--- src/rtl/campo_editor.sv ---
// Field editor for the clock overlay: passes live RTC/timer BCD through, or lets
// the user step through 9 fields and adjust them, committing with a load strobe.
module campo_editor #(
  parameter int TIMEOUT_CYC = 500000000,
  parameter int TO_W        = 29
) (
  input  logic        clk_i,
  input  logic        reset,
  input  logic        btn_up,
  input  logic        btn_down,
  input  logic        btn_left,
  input  logic        btn_right,
  input  logic        btn_edit,
  input  logic [23:0] live_fecha,
  input  logic [23:0] live_hora,
  input  logic [23:0] live_timer,
  output logic [23:0] out_fecha,
  output logic [23:0] out_hora,
  output logic [23:0] out_timer,
  output logic [3:0]  dir,
  output logic        cursor,
  output logic        load_o,
  output logic [1:0]  state_dbg
);

  typedef enum logic [1:0] {
    S_IDLE   = 2'd0,
    S_EDIT   = 2'd1,
    S_COMMIT = 2'd2
  } state_t;

  localparam logic [TO_W-1:0] TO_LAST = TO_W'(TIMEOUT_CYC - 1);

  state_t          state;
  logic [4:0]      btn_prev;
  logic [4:0]      btn_cur;
  logic [4:0]      rise;
  logic [TO_W-1:0] to_cnt;

  logic act_edit, act_right, act_left, act_up, act_down, any_act;

  logic [3:0]  dir_eff;
  logic [7:0]  fld_val;
  logic [7:0]  fld_min;
  logic [7:0]  fld_max;
  logic [7:0]  fld_new;
  logic [23:0] nxt_fecha;
  logic [23:0] nxt_hora;
  logic [23:0] nxt_timer;

  assign state_dbg = state;

  // Bit order doubles as priority order: edit wins over everything below it.
  assign btn_cur   = {btn_edit, btn_right, btn_left, btn_up, btn_down};
  assign rise      = btn_cur & ~btn_prev;
  assign act_edit  = rise[4];
  assign act_right = rise[3] & ~rise[4];
  assign act_left  = rise[2] & ~(|rise[4:3]);
  assign act_up    = rise[1] & ~(|rise[4:2]);
  assign act_down  = rise[0] & ~(|rise[4:1]);
  assign any_act   = |rise;

  assign dir_eff = (dir > 4'd8) ? 4'd0 : dir;

  // One BCD step of a two-digit field; any malformed or out-of-range value snaps to min.
  function automatic logic [7:0] bcd_step(input logic [7:0] v, input logic [7:0] lo,
                                          input logic [7:0] hi, input logic up);
    logic [3:0] t;
    logic [3:0] u;
    logic       ok;
    logic [7:0] r;
    t  = v[7:4];
    u  = v[3:0];
    ok = (t <= 4'd9) && (u <= 4'd9) && (v >= lo) && (v <= hi);
    if (!ok) begin
      r = lo;
    end else if (up) begin
      if (v == hi)        r = lo;
      else if (u == 4'd9) r = {t + 4'd1, 4'd0};
      else                r = {t, u + 4'd1};
    end else begin
      if (v == lo)        r = hi;
      else if (u == 4'd0) r = {t - 4'd1, 4'd9};
      else                r = {t, u - 4'd1};
    end
    return r;
  endfunction

  always_comb begin
    fld_val = out_fecha[23:16];
    fld_min = 8'h01;
    fld_max = 8'h31;
    case (dir_eff)
      4'd1: begin fld_val = out_fecha[15:8];  fld_min = 8'h01; fld_max = 8'h12; end
      4'd2: begin fld_val = out_fecha[7:0];   fld_min = 8'h00; fld_max = 8'h99; end
      4'd3: begin fld_val = out_hora[23:16];  fld_min = 8'h00; fld_max = 8'h23; end
      4'd4: begin fld_val = out_hora[15:8];   fld_min = 8'h00; fld_max = 8'h59; end
      4'd5: begin fld_val = out_hora[7:0];    fld_min = 8'h00; fld_max = 8'h59; end
      4'd6: begin fld_val = out_timer[23:16]; fld_min = 8'h00; fld_max = 8'h23; end
      4'd7: begin fld_val = out_timer[15:8];  fld_min = 8'h00; fld_max = 8'h59; end
      4'd8: begin fld_val = out_timer[7:0];   fld_min = 8'h00; fld_max = 8'h59; end
      default: begin fld_val = out_fecha[23:16]; fld_min = 8'h01; fld_max = 8'h31; end
    endcase
  end

  assign fld_new = bcd_step(fld_val, fld_min, fld_max, act_up);

  always_comb begin
    nxt_fecha = out_fecha;
    nxt_hora  = out_hora;
    nxt_timer = out_timer;
    case (dir_eff)
      4'd1:    nxt_fecha[15:8]  = fld_new;
      4'd2:    nxt_fecha[7:0]   = fld_new;
      4'd3:    nxt_hora[23:16]  = fld_new;
      4'd4:    nxt_hora[15:8]   = fld_new;
      4'd5:    nxt_hora[7:0]    = fld_new;
      4'd6:    nxt_timer[23:16] = fld_new;
      4'd7:    nxt_timer[15:8]  = fld_new;
      4'd8:    nxt_timer[7:0]   = fld_new;
      default: nxt_fecha[23:16] = fld_new;
    endcase
  end

  always_ff @(posedge clk_i) begin
    if (reset) begin
      state     <= S_IDLE;
      btn_prev  <= '0;
      to_cnt    <= '0;
      dir       <= 4'd0;
      cursor    <= 1'b0;
      load_o    <= 1'b0;
      out_fecha <= '0;
      out_hora  <= '0;
      out_timer <= '0;
    end else begin
      btn_prev <= btn_cur;
      load_o   <= 1'b0;
      case (state)
        S_IDLE: begin
          out_fecha <= live_fecha;
          out_hora  <= live_hora;
          out_timer <= live_timer;
          cursor    <= 1'b0;
          if (act_edit) begin
            state  <= S_EDIT;
            cursor <= 1'b1;
            dir    <= 4'd0;
            to_cnt <= '0;
          end
        end
        S_EDIT: begin
          if (any_act) begin
            to_cnt <= '0;
          end else if (to_cnt == TO_LAST) begin
            state  <= S_IDLE;
            cursor <= 1'b0;
          end else begin
            to_cnt <= to_cnt + 1'b1;
          end
          if (act_edit) begin
            state  <= S_COMMIT;
            load_o <= 1'b1;
            cursor <= 1'b0;
          end else if (act_right) begin
            dir <= (dir_eff == 4'd8) ? 4'd0 : dir_eff + 4'd1;
          end else if (act_left) begin
            dir <= (dir_eff == 4'd0) ? 4'd8 : dir_eff - 4'd1;
          end else if (act_up || act_down) begin
            out_fecha <= nxt_fecha;
            out_hora  <= nxt_hora;
            out_timer <= nxt_timer;
          end
        end
        S_COMMIT: begin
          state  <= S_IDLE;
          cursor <= 1'b0;
        end
        default: begin
          state  <= S_IDLE;
          cursor <= 1'b0;
        end
      endcase
    end
  end

endmodule

--- config.mk ---
export PLATFORM = sky130hd
export DESIGN_NAME = campo_editor
export DESIGN_NICKNAME = d
export VERILOG_FILES = /design/src/rtl/campo_editor.sv
export SDC_FILE = /design/constraint.sdc
export NUM_CORES = 1
export LEC_CHECK = 0
export CORE_AREA = 2 2 126 128
export CTS_CLUSTER_DIAMETER = 150
export DETAILED_ROUTE_END_ITERATION = 12
export DIE_AREA = 0 0 128 130
export PLACE_DENSITY = 0.72
export SYNTH_ARGS = -nofsm -noshare
export SYNTH_HDL_FRONTEND = slang
export SYNTH_SLANG_ARGS = --single-unit
--- constraint.sdc ---
create_clock -name clk_i -period 5.2 [get_ports clk_i]
set_input_delay 0.78 -clock clk_i [delete_from_list [all_inputs] [get_ports clk_i]]
set_output_delay 0.78 -clock clk_i [all_outputs]
set_load 0.01 [all_outputs]
Word-level counts from Yosys, hierarchy flattened:

Index checks and enable logic that the tools add are counted.

* logic and storage cells: 154
* ROM bits: 0
* output and inout port bits: 80
* input port bits: 79
* memories kept: 0
* bits in writable memories: 0
* latch bits: 0
* flip-flop bits (word level): 114

* eq/ne operators: 31
* add/sub/neg operators: 7
* $lt $le $gt $ge: 5
* bitwise logic cells: 11
* divide/modulo/power cells: 0
* muxes and demuxes: 55
* shifts and indexed selects: 0
* reductions and logical operators: 30
* multipliers: 0

Operators with widths (number)
* two-way mux 24 bit: 12
* case mux 24 bit (2 select lines): 3
* two-way mux 8 bit: 15
* two-way mux 29 bit: 3
* case mux 8 bit (8 select lines): 1
* case mux 29 bit (2 select lines): 1
* AND reduction 6 bit: 9
* case mux 8 bit (4 select lines): 1
* adder 29 x 1 -> 29 bit (second input constant): 1
* equality test 29 bit (second input constant): 1
* two-way mux 4 bit: 7
* equality test 4 x 3 -> 1 bit (second input constant): 4
* equality test 8 bit: 2
* inequality test 2 x 1 -> 1 bit (second input constant): 7
* inequality test 2 bit (second input constant): 7
* adder 4 x 1 -> 4 bit (second input constant): 3
* inequality test 3 bit (second input constant): 4
* subtractor 4 x 1 -> 4 bit (second input constant): 3
* equality test 4 x 2 -> 1 bit (second input constant): 2
* equality test 4 bit (second input constant): 2
* >= comparator 8 bit: 1
* <= comparator 4 bit (second input constant): 2
* <= comparator 8 bit: 1
* zero test 4 bit: 2
* other kinds (25): 45

Longest topological paths before layout:

Gate-level depths: netlist of the first run.

* depth in word-level cells: 15
* mapped depth: 23
* gate-level depth less buffers: 18

Worst setup path before layout of the first run:

OpenSTA, ideal clock, no wires.

* path kind: reg2reg
* start point: register dir[3]
* end point: register out_fecha[15]
* data required time: 5.114 ns
* setup slack: 0.587 ns
* data arrival time: 4.528 ns
* stages on the path, launching flop included: 23
* library setup time: 0.086 ns
* path through: dfxtp_1 buf_2 nand2b_1 inv_1 ha_1 clkbuf_1 a222oi_1 nor3_1 a211oi_2 and2_1 clkbuf_1 inv_1 ha_1 nor2b_1 or4_1 a21oi_1 o211ai_1 a22oi_1 nand3_2 nor2_1 clkbuf_1 o22ai_1 a211oi_1

* word-level cells in the longest chain between the ends: 15
* elaborated cells on any way between the ends: 43
* classes of those cells: add/sub (2); order compare (5); eq/ne (12); mux (16); reduce/logical (8)

RTL lines
* start: declaration: line 20 `output logic [3:0] dir,`
* start signal: assignment: line 166 `dir <= (dir_eff == 4'd8) ? 4'd0 : dir_eff + 4'd1;`
* start signal: assignment: line 168 `dir <= (dir_eff == 4'd0) ? 4'd8 : dir_eff - 4'd1;`
* greater-than comparator 4 bit: line 63 `assign dir_eff = (dir > 4'd8) ? 4'd0 : dir;`
* two-way mux 4 bit *: line 63
* equality test 4 bit, or another cell as far along: line 93 `case (dir_eff)`
* case mux 8 bit (8 select lines), or another cell as far along: line 93
* subtractor 4 x 1 -> 4 bit, or another cell as far along: line 83 `else if (u == 4'd0) r = {t - 4'd1, 4'd9};`
* two-way mux 8 bit, or another cell as far along: line 83
* two-way mux 8 bit, or another cell as far along: line 82 `if (v == lo) r = hi;`
* two-way mux 8 bit / logical AND 1 bit (equally long branches): line 77, 74
* two-way mux 8 bit: line 75 `if (!ok) begin`
* two-way mux 8 bit: line 112 `case (dir_eff)`
* two-way mux 24 bit: line 169 `end else if (act_up || act_down) begin`
* two-way mux 24 bit: line 167 `end else if (act_left) begin`
* two-way mux 24 bit: line 165 `end else if (act_right) begin`
* two-way mux 24 bit: line 161 `if (act_edit) begin`
* case mux 24 bit (2 select lines): line 139 `case (state)`
* end signal: assignment: line 141 `out_fecha <= live_fecha;`
* end signal: assignment: line 170 `out_fecha <= nxt_fecha;`
* end: declaration: line 17 `output logic [23:0] out_fecha,`

Every way passes the cells marked *; elsewhere a longest branch is shown, timed or not. The select of a mux whose other input is x is not followed.
A chain may end at the register's enable or synchronous reset.

Worst setup path in the final report of the first run:

* start point: register dir[0]
* end point: register out_hora[18]

* word-level cells in the longest chain between the ends: 15
* elaborated cells on any way between the ends: 43
* classes of those cells: add/sub (2); order compare (5); eq/ne (12); mux (16); reduce/logical (8)

RTL lines
* greater-than comparator 4 bit: line 63
* two-way mux 4 bit *: line 63
* equality test 4 bit, or another cell as far along: line 93
* case mux 8 bit (8 select lines), or another cell as far along: line 93
* subtractor 4 x 1 -> 4 bit, or another cell as far along: line 84 `else r = {t, u - 4'd1};`
* two-way mux 8 bit, or another cell as far along: line 83
* two-way mux 8 bit, or another cell as far along: line 82
* two-way mux 8 bit / logical AND 1 bit (equally long branches): line 77, 74
* two-way mux 8 bit: line 75
* two-way mux 8 bit: line 112
* two-way mux 24 bit: line 169
* two-way mux 24 bit: line 167
* two-way mux 24 bit: line 165
* two-way mux 24 bit: line 161
* case mux 24 bit (2 select lines): line 139
* end signal: assignment: line 142 `out_hora <= live_hora;`
* end signal: assignment: line 171 `out_hora <= nxt_hora;`
* end: declaration: line 18 `output logic [23:0] out_hora,`

Marked as above.

==> results.cfg, run 1 <==
[status]
outcome = complete, no violations

[global_routing]
grt_pass1_wl_um = 38000
grtUsageMet2_pct = 45.3
grt_overflow = 0
grtUsageMet1_pct = 40.4
antenna_found_initial = 0
grt.busiest_layer = met2
grt_pass1_vias = 6960
grt_max_degree = 53
use_met3_pct = 6.15
track_usage_pct = 29.4

[detailed_routing]
vias = 7511
ant_nets = 0
drt_wl_total_um = 24700
drcViolationCount = 0
dr.pass1.iters = 6
wl_per_cell_um = 20.3
via_per_inst = 6.16
first_iter_violations = 844

[pwr]
combPwrFrac_pct = 28.7
vdd_drop_max_v = 0.000240
p_int_w = 0.00199
p_sw_share_pct = 33.9
power.share.clock_pct = 36.9
switchingPower_w = 0.00102
p_leak_nw = 3.45
power.density_nw_per_um2 = 331
seq_power_share_pct = 34.4

[timing]
max_slew_margin_pct = 25.9
fin_tns_setup_ps = 0
skew_ps = 7.48
layout_min_cycle_time_ps = 4800
min_period_over_period_pct = 92.3
setup_viol_count_final = 0
fmax_mhz = 208
worst_pin_slew_ps = 1110
drv_slew = 0
timing.hold.ws_ps = 466
hold_viol = 0
rsz0062_at_grt = no

[floorplan]
die_height_um = 130
initial_core_util_pct = 43.7
rows = 46
io_pins = 159
fp.coreArea_um2 = 15400
dieArea_um2 = 16600
die_w_um = 128

[cts]
cts_tree = yes
ctsHoldBuffers = 0
htreeDepth = 4
clkTransAtPathRegs_ps = 60
clk_latency_ps = 420
cts_buffers = 17
cts_num_sinks = 114
clk_path_buf_depth = 2
cts-root-buf = clkbuf_16

[setup_path]
cp_max_fo = 12
reg2reg_from = dir[0]$_SDFFE_PP0P_
ff2ff_path_depth = 18
cp-startpoint = dir[0]$_SDFFE_PP0P_
r2r_slack_ps = 400
path_class = reg -> reg
r2r_end = out_hora[18]$_SDFFE_PP0P_
cp_data_required_time_ps = 5540
end_kind = register
arrival_ps = 5140
start_kind = register
endpoint = out_hora[18]$_SDFFE_PP0P_

[synthesis]
synth.net_count = 960
syn_area_per_cell_um2 = 7.81
synth_flop_cell = dfxtp_1
synth_area_um2 = 6740
yosysUniqueCellTypes = 72
synth_edf_count = 0
synthArstFlopShare_pct = 0
ys_ff_latch = 114
ys_seq_area_share_pct = 33.8
syn-instance-count = 863
yosysWarnings = 0

[place]
port_buffers = 158
dpl_cell_area_um2 = 8560
place_hpwl_um = 18300
gp_congestion = 0.994

[min_path]
hold_class = reg -> reg

[layout]
design_area_um2 = 9120
fillers = 1351
n_antenna_cell = 0
syn2layout_area_growth_pct = 35.3
fin_nets = 1111
ff_latch_area_um2 = 2280
fin_util_pct = 59.1
multi_input_area_um2 = 4160
drive_above_1_share_pct = 8.96

[flow_run]
cap_violations = 0
[registers in the layout, summed over array words and instances, names as in the netlist, 2 cells and up]
signal,flops
to_cnt,29
state_dbg,2
out_timer,24
dir,4
out_fecha,24
out_hora,24
btn_prev,5
[power by group through the flow]
stage	registers, W	logic (W)	clock network [W]
2_1_floorplan	0.00105	0.000436	0
3_3_place_gp	0.00105	0.000841	0
6_report	0.00104	0.000866	0.00111
5_1_grt	0.00104	0.000923	0.00116
4_1_cts	0.00103	0.000849	0.00112
3_5_place_dp	0.00105	0.000844	0
[per-stage QoR]
step                total power (W)  instances  setup WS, ps
finish                      0.00302       1219           399
global route                0.00313       1219          17.7
CTS                         0.00301       1219           394
detailed placement          0.00190       1187           429
global placement            0.00190       1187           482
floorplan                   0.00149        863           587
[logic make-up (layout without fill, tap and decap cells)]
logic type | after synthesis | count (layout) | synth area share, %
compound gates | 297 | 297 | 28.8
mux | 7 | 7 | 1.04
buf+inv | 76 | 240 | 4.73
fa+ha+maj | 18 | 18 | 3.34
flops | 114 | 114 | 33.8
xor+xnor | 26 | 26 | 3.38
simple gates | 325 | 325 | 24.9
[worst max-delay path: stages (launching register included)]
cell      delay [ps]
dfxtp_1          490
nand2b_1         190
ha_1             370
buf_4            250
a222oi_1         240
nor3_1            90
a211oi_2         310
and2_2           280
inv_1             90
ha_1             300
nor2b_1          130
or4_1            400
a21oi_1          140
o211ai_1         100
a22oi_1          220
nand3_2          210
nor2_2           200
o21ai_1          380
a31oi_1          310
[Yosys cell counts, types with 3 or more instances]
cell type	n	area share, %
dfxtp_1	114	34
nand2_1	86	4.8
o21ai_0	74	5.5
a21oi_1	69	5.1
nor2_1	56	3.1
nand3_1	41	3.0
clkbuf_1	40	2.2
a31oi_1	35	3.2
nor2b_1	35	3.2
nor3_1	20	1.5
a22oi_1	19	2.1
ha_1	18	3.3
and3_1	17	1.6
inv_1	17	0.95
xor2_1	14	1.8
nor3b_1	13	1.4
nand2b_1	12	1.1
o22ai_1	12	1.1
xnor2_1	12	1.6
a21o_1	11	1.2
buf_2	11	0.82
o21ai_1	10	0.74
nand4_1	9	0.83
a222oi_1	8	1.2
a211oi_1	7	0.78
a32oi_1	7	0.91
mux2i_1	7	1.0
o211ai_1	7	0.78
and2_1	6	0.56
a211o_1	5	0.65
nor4_1	5	0.46
or3_1	5	0.46
and4_1	4	0.52
a22o_1	3	0.39
buf_1	3	0.17
o31ai_1	3	0.33
or2_1	3	0.28
or2_2	3	0.28
[cells in the final DEF (no fill, tap or decap), drive strengths merged, types with 6 or more instances in the layout]
master and n:
buf 33, nor3 22, xnor2 12, a31oi 36
a32oi 7, nor2b 35, a222oi 8, nor3b 13
a211oi 9, and2 6, a21oi 71, clkdlybuf4s50 157
a21o 11, dfxtp 114, clkbuf 17, clkinv 6
or2 6, nand2b 12, nand3 43, and3 17
o22ai 12, ha 18, inv 22, o211ai 7
nand2 86, mux2i 7, nor2 56, o21ai 85
xor2 14, nand4 9, a22oi 19
[what timing repair did]
action,CTS,global route
endpoints found under the setup margin,0,58
setup buffers,0,0
resized for setup,0,2
[area by class of cell]
cell class                      count  area share, %
Clock inverter                     15           1.45
Tap cell                          192           2.63
Clock buffer                       17           4.66
Sequential cell                   114           25.0
Multi-Input combinational cell    673           45.6
Timing Repair Buffer              190           19.9
Inverter                           18          0.741
[worst min-delay path by stage]
stage / end / depth (start not counted) / slack (ps) / start
finish: to_cnt[7]$_SDFFE_PP0P_ / 1 / 470 / to_cnt[7]$_SDFFE_PP0P_
global route: to_cnt[7]$_SDFFE_PP0P_ / 1 / 510 / to_cnt[7]$_SDFFE_PP0P_
CTS: to_cnt[7]$_SDFFE_PP0P_ / 1 / 460 / to_cnt[7]$_SDFFE_PP0P_
detailed placement: to_cnt[7]$_SDFFE_PP0P_ / 1 / 450 / to_cnt[7]$_SDFFE_PP0P_
global placement: to_cnt[7]$_SDFFE_PP0P_ / 1 / 450 / to_cnt[7]$_SDFFE_PP0P_
floorplan: to_cnt[7]$_SDFFE_PP0P_ / 1 / 430 / to_cnt[7]$_SDFFE_PP0P_
[layer usage]
metal	vias to the layer above	share of wire, %
li1	3501	-
met1	3526	42
met2	417	46
met3	67	9.1
met4	0	3.3
met5	-	0
Power figures use the tool's default switching activity.
==> run 2, diff against run 1 <==
CAP_MARGIN = 5   (was default)
PLACE_DENSITY = 0.75   (was 0.72)
clock period = 4.27 ns   (was 5.2 ns; I/O delays follow)
==> run 2 against run 1 <==
Effect of this change: register-to-register slack worse by 310 ps; core utilization is 5.0 points higher; power increased by 33%; critical path type unchanged; largest power group unchanged.
==> results.cfg, run 2 (synthesized netlist as in run 1, its figures left out) <==
[layout]
top_register = to_cnt
final_common_cell = clkdlybuf4s50_1
largest_register_ff_count = 29
final_cell_mix = clkdlybuf4s50_1, dfxtp_1, nand2_1
syn2layout_area_growth_pct = 46.8
fin_nets = 1172
drive_above_1_share_pct = 16.1
n_antenna_cell = 0
design_area_um2 = 9900

[floorplan]
initial_core_util_pct = 43.7
die_height_um = 130
rows = 46
fp.coreArea_um2 = 15400
io_pins = 159
die_w_um = 128
dieArea_um2 = 16600

[detailed_routing]
vias = 7984
wl_per_cell_um = 20.9
drt_wl_total_um = 26700
top_layer_used = met4
wl_met2_um = 12000
wl_met1_um = 11100
wl_met3_um = 2680
via_per_inst = 6.24
dr.pass1.iters = 7
drcViolationCount = 0
ant_nets = 0
first_iter_violations = 1014

[setup_path]
cp-startpoint = dir[3]$_SDFFE_PP0P_
cp_max_fo = 10
path_class = reg -> reg
crit_slowest_cell = or4_1
path_cells = nand2b_4 > clkinvlp_4 > ha_4 > buf_4 > a222oi_1 > nor3_1 > a211o_1 > or2_1 > inv_2 > ha_1 > nor2b_1 > or4_1 > a21oi_2 > o211ai_1 > a22oi_2 > nand3_2 > buf_6 > nor2_4 > buf_12 > clkbuf_16 > a31oi_1 > o21ai_0
end_kind = register
cp.buffers_inverters = 6
r2r_slack_ps = 90
cp_data_required_time_ps = 4620
arrival_ps = 4530
start_kind = register
cp_slowest_stage_delay_ps = 440
cp_top_family = compound AO/OA/AOI/OAI gates
reg2reg_from = dir[3]$_SDFFE_PP0P_

[global_routing]
track_usage_pct = 30.7
antenna_found_initial = 0
grt_pass1_vias = 7256
grt_max_degree = 62
grt_pass1_wl_um = 39600
grt_overflow = 0

[place]
dpl_cell_area_um2 = 9020
gp_congestion = 1.09
port_buffers = 158
place_hpwl_um = 19200

[status]
outcome = complete, no violations

[timing]
drv_slew = 0
layout_min_cycle_time_ps = 4180
worst_pin_slew_ps = 1170
hold_viol = 0
skew_ps = 7.88
fmax_mhz = 239
setup_viol_count_final = 0
min_period_over_period_pct = 97.8
max_slew_margin_pct = 21.6

[cts]
cts_buffers = 17
cts_tree = yes
htreeDepth = 4
clk_latency_ps = 430
clkTransAtPathRegs_ps = 60
clk_path_buf_depth = 2
ctsHoldBuffers = 0
cts_num_sinks = 114
cts-root-buf = clkbuf_16

[pwr]
vdd_drop_max_v = 0.000278
power.density_nw_per_um2 = 405
p_leak_nw = 3.81
p_total_w = 0.00401

[min_path]
hold_start = to_cnt[7]$_SDFFE_PP0P_
hold_class = reg -> reg

[flow_run]
cap_violations = 0
-- run 2: cell count changes in the layout (fill, tap and decap cells not counted), moves of 3 or more --
cell / before / now
buf_4: 32 / 83
o21ai_0: 74 / 67
buf_12: 0 / 5
o21ai_1: 10 / 15
ha_4: 0 / 4
ha_1: 17 / 14
nand3_1: 41 / 38
-- run 2: path summary, 6_finish.rpt --
check | endpoint | depth (start not counted)
max reg2reg | out_hora[19]$_SDFFE_PP0P_ | 22
min reg2reg | to_cnt[7]$_SDFFE_PP0P_ | 1
max | out_hora[19]$_SDFFE_PP0P_ | 22
min | to_cnt[7]$_SDFFE_PP0P_ | 1
-- run 2: timing repair --
| item | CTS | global route |
|---|---|---|
| resized for setup | 0 | 38 |
| setup endpoints to repair | 0 | 70 |
| hold endpoints to repair | 0 | 0 |
| setup buffers | 0 | 7 |
-- run 2: layout make-up --
cell class	instances	area [um^2]
Tap cell	192	240
Fill cell	1294	5530
Multi-Input combinational cell	673	4320
Sequential cell	114	2280
Clock buffer	17	425
Clock inverter	15	183
Timing Repair Buffer	251	2380
Inverter	18	71.3
-- run 2: power by group --
group,leakage (nW),internal (W),switching [W]
registers,0.939,0.00116,0.000113
clock network,0.286,0.000919,0.000559
logic,2.58,0.000596,0.000658
-- run 2: through the flow --
stage          TNS (ps)  utilization [%]  setup WS (ps)  std cells  hold WS [ps]
2_1_floorplan         0                -           28.0        863           427
3_3_place_gp          0             58.5            209       1238           445
3_5_place_dp          0             58.5           72.7       1238           457
4_1_cts               0             62.4           35.0       1270           471
5_1_grt           -2320             64.2          -77.2       1280           486
6_report              0             64.2           94.1       1280           472
-- run 2: routing by layer --
| metal | vias to the layer above | track usage [%] |
|---|---|---|
| met1 | 3760 | 42.1 |
| met4 | 0 | 12.5 |
| met3 | 77 | 6.31 |
| li1 | 3617 | - |
| met2 | 530 | 47.2 |
| met5 | - | 0 |
==> run 3, diff against run 2 <==
CORE_AREA = 2 2 177 92   (was 2 2 126 128)
DIE_AREA = 0 0 179 94   (was 0 0 128 130)
==> run 3 against run 2 <==
Effect of this change: first-iteration DRC count is 4.2% lower; count of clock-buffer cells in the layout is 3 higher; via count is 1.2% lower; sequential share of layout area is 0.24 points lower; clock power is 9% lower; final area is 1.0% higher; critical endpoint is now out_hora[0]$_SDFFE_PP0P_; highest routed layer unchanged; worst setup slack worse by 31 ps; die area is 1.1% higher; wire length is 0.70% higher; largest cell class unchanged.
==> results.cfg, run 3 (synthesized netlist as in run 1, its figures left out) <==
[pwr]
p_sw_share_pct = 32.8
power.share.clock_pct = 35.0
power.density_nw_per_um2 = 386
combPwrFrac_pct = 32.5
p_leak_nw = 3.88
switchingPower_w = 0.00127
seq_power_share_pct = 32.5
vdd_drop_max_v = 0.000211
p_int_w = 0.00260

[layout]
top_register = to_cnt
fin_util_pct = 65.9
n_antenna_cell = 0
ff_latch_area_um2 = 2280
fin_nets = 1183
fillers = 1301
final_cell_mix = clkdlybuf4s50_1, dfxtp_1, buf_4
largest_register_ff_count = 29
multi_input_area_um2 = 4330
drive_above_1_share_pct = 17.2
syn2layout_area_growth_pct = 48.3
final_common_cell = clkdlybuf4s50_1
fin_cells = 1300

[timing]
rsz0062_at_grt = yes
layout_min_cycle_time_ps = 4210
max_slew_margin_pct = 43.8
setup_viol_count_final = 0
fmax_mhz = 238
min_period_over_period_pct = 98.5
worst_pin_slew_ps = 842
skew_ps = 11.0
hold_viol = 0
drv_slew = 0

[detailed_routing]
dr.pass1.iters = 5
first_iter_violations = 971
drt_wl_total_um = 26900
via_per_inst = 6.07
drcViolationCount = 0
vias = 7892
wl_per_cell_um = 20.7
ant_nets = 0

[setup_path]
path_class = reg -> reg
ff2ff_path_depth = 21
start_kind = register
arrival_ps = 4540
cp_slowest_stage_delay_ps = 420
reg2reg_from = dir[3]$_SDFFE_PP0P_
cp_data_required_time_ps = 4610
crit_slowest_cell = or4_1
cpMostUsedCell = buf_6
r2r_slack_ps = 60
cp-startpoint = dir[3]$_SDFFE_PP0P_
end_kind = register
path_cells = nand2b_4 > buf_6 > ha_4 > buf_12 > a222oi_1 > nor3_1 > a211oi_2 > and2_4 > inv_1 > ha_4 > nor2b_1 > or4_1 > a21oi_2 > o211ai_1 > a22oi_1 > nand3_2 > buf_6 > a311oi_4 > buf_6 > a21oi_1 > a21oi_1
endpoint = out_hora[0]$_SDFFE_PP0P_
r2r_end = out_hora[0]$_SDFFE_PP0P_
cp_max_fo = 13

[global_routing]
grt_max_degree = 47
track_usage_pct = 30.8
grt_overflow = 0
grt_pass1_wl_um = 39900
antenna_found_initial = 0
grt_pass1_vias = 7329

[cts]
clkTransAtPathRegs_ps = 60
clk_path_buf_depth = 2
htreeDepth = 4
cts_num_sinks = 114
ctsHoldBuffers = 0
clk_latency_ps = 410
cts_tree = yes
cts-root-buf = clkbuf_16
cts_buffers = 17

[place]
place_hpwl_um = 19100
port_buffers = 158
dp.cells = 1258
gp_congestion = 0.982

[floorplan]
dieArea_um2 = 16800
die_height_um = 94
io_pins = 159
initial_core_util_pct = 44.4
fp.coreArea_um2 = 15200
rows = 32
die_w_um = 179

[flow_run]
cap_violations = 0

[status]
outcome = complete, no violations

[min_path]
hold_class = reg -> reg
run 3: what timing repair did:
item                                    CTS  global route
cloned                                    0             2
pin swaps                                 0            26
gates resized for setup                   2            45
endpoints found under the setup margin   16            66
setup buffers                             0            11
run 3: power groups by stage:
stage / sequential (W) / combinational [W] / clock [W]
floorplan: 0.00128 / 0.000541 / 0
global placement: 0.00127 / 0.00114 / 0
detailed placement: 0.00127 / 0.00115 / 0
CTS: 0.00125 / 0.00116 / 0.00135
global route: 0.00126 / 0.00133 / 0.00142
finish: 0.00126 / 0.00126 / 0.00135
run 3: metal layers:
metal / track usage, % / vias to the layer above / part of all wire (%) / routed length [um]
li1: - / 3639 / - / -
met1: 43.5 / 3760 / 43 / 11500
met2: 48.7 / 448 / 46 / 12300
met3: 4.89 / 45 / 10 / 2710
met4: 8.54 / 0 / 1.4 / 369
met5: 0 / - / 0 / 0
run 3: worst min-delay path by stage:
stage / start / endpoint / slack [ps] / depth (start not counted)
6_report: to_cnt[7]$_SDFFE_PP0P_ / to_cnt[7]$_SDFFE_PP0P_ / 480 / 1
3_5_place_dp: to_cnt[7]$_SDFFE_PP0P_ / to_cnt[7]$_SDFFE_PP0P_ / 470 / 1
2_1_floorplan: to_cnt[7]$_SDFFE_PP0P_ / to_cnt[7]$_SDFFE_PP0P_ / 430 / 1
4_1_cts: to_cnt[7]$_SDFFE_PP0P_ / to_cnt[7]$_SDFFE_PP0P_ / 480 / 1
5_1_grt: to_cnt[7]$_SDFFE_PP0P_ / to_cnt[7]$_SDFFE_PP0P_ / 510 / 1
3_3_place_gp: to_cnt[7]$_SDFFE_PP0P_ / to_cnt[7]$_SDFFE_PP0P_ / 440 / 1
run 3: area by class of cell:
type / instances / share of cell area, %
flip-flops and latches: 114 / 22.8
inverters: 18 / 0.676
clock inverters: 9 / 0.851
repair buffers: 262 / 25.2
well taps: 204 / 2.55
multi-input cells: 673 / 43.3
clock buffers: 20 / 4.67
run 3: per-stage QoR:
step | worst slack (ps) | total power, W | TNS [ps] | hold WS (ps) | cell area, um^2
after floorplan | 28.0 | 0.00183 | 0 | 427 | 6790
after CTS | 15.7 | 0.00376 | 0 | 482 | 9690
after detailed placement | -72.9 | 0.00242 | -400 | 470 | 9130
after global placement | 73.1 | 0.00241 | 0 | 445 | 9130
after global routing | -77.8 | 0.00402 | -737 | 514 | 10000
final | 62.8 | 0.00386 | 0 | 483 | 10000
run 3: critical path: cells and delay by family, from the launching register on:
family          cells  cell delay (ps)
compound gates      8             1590
simple gates        6             1160
buf+inv             5              680
fa+ha+maj           2              370
flops               1              330
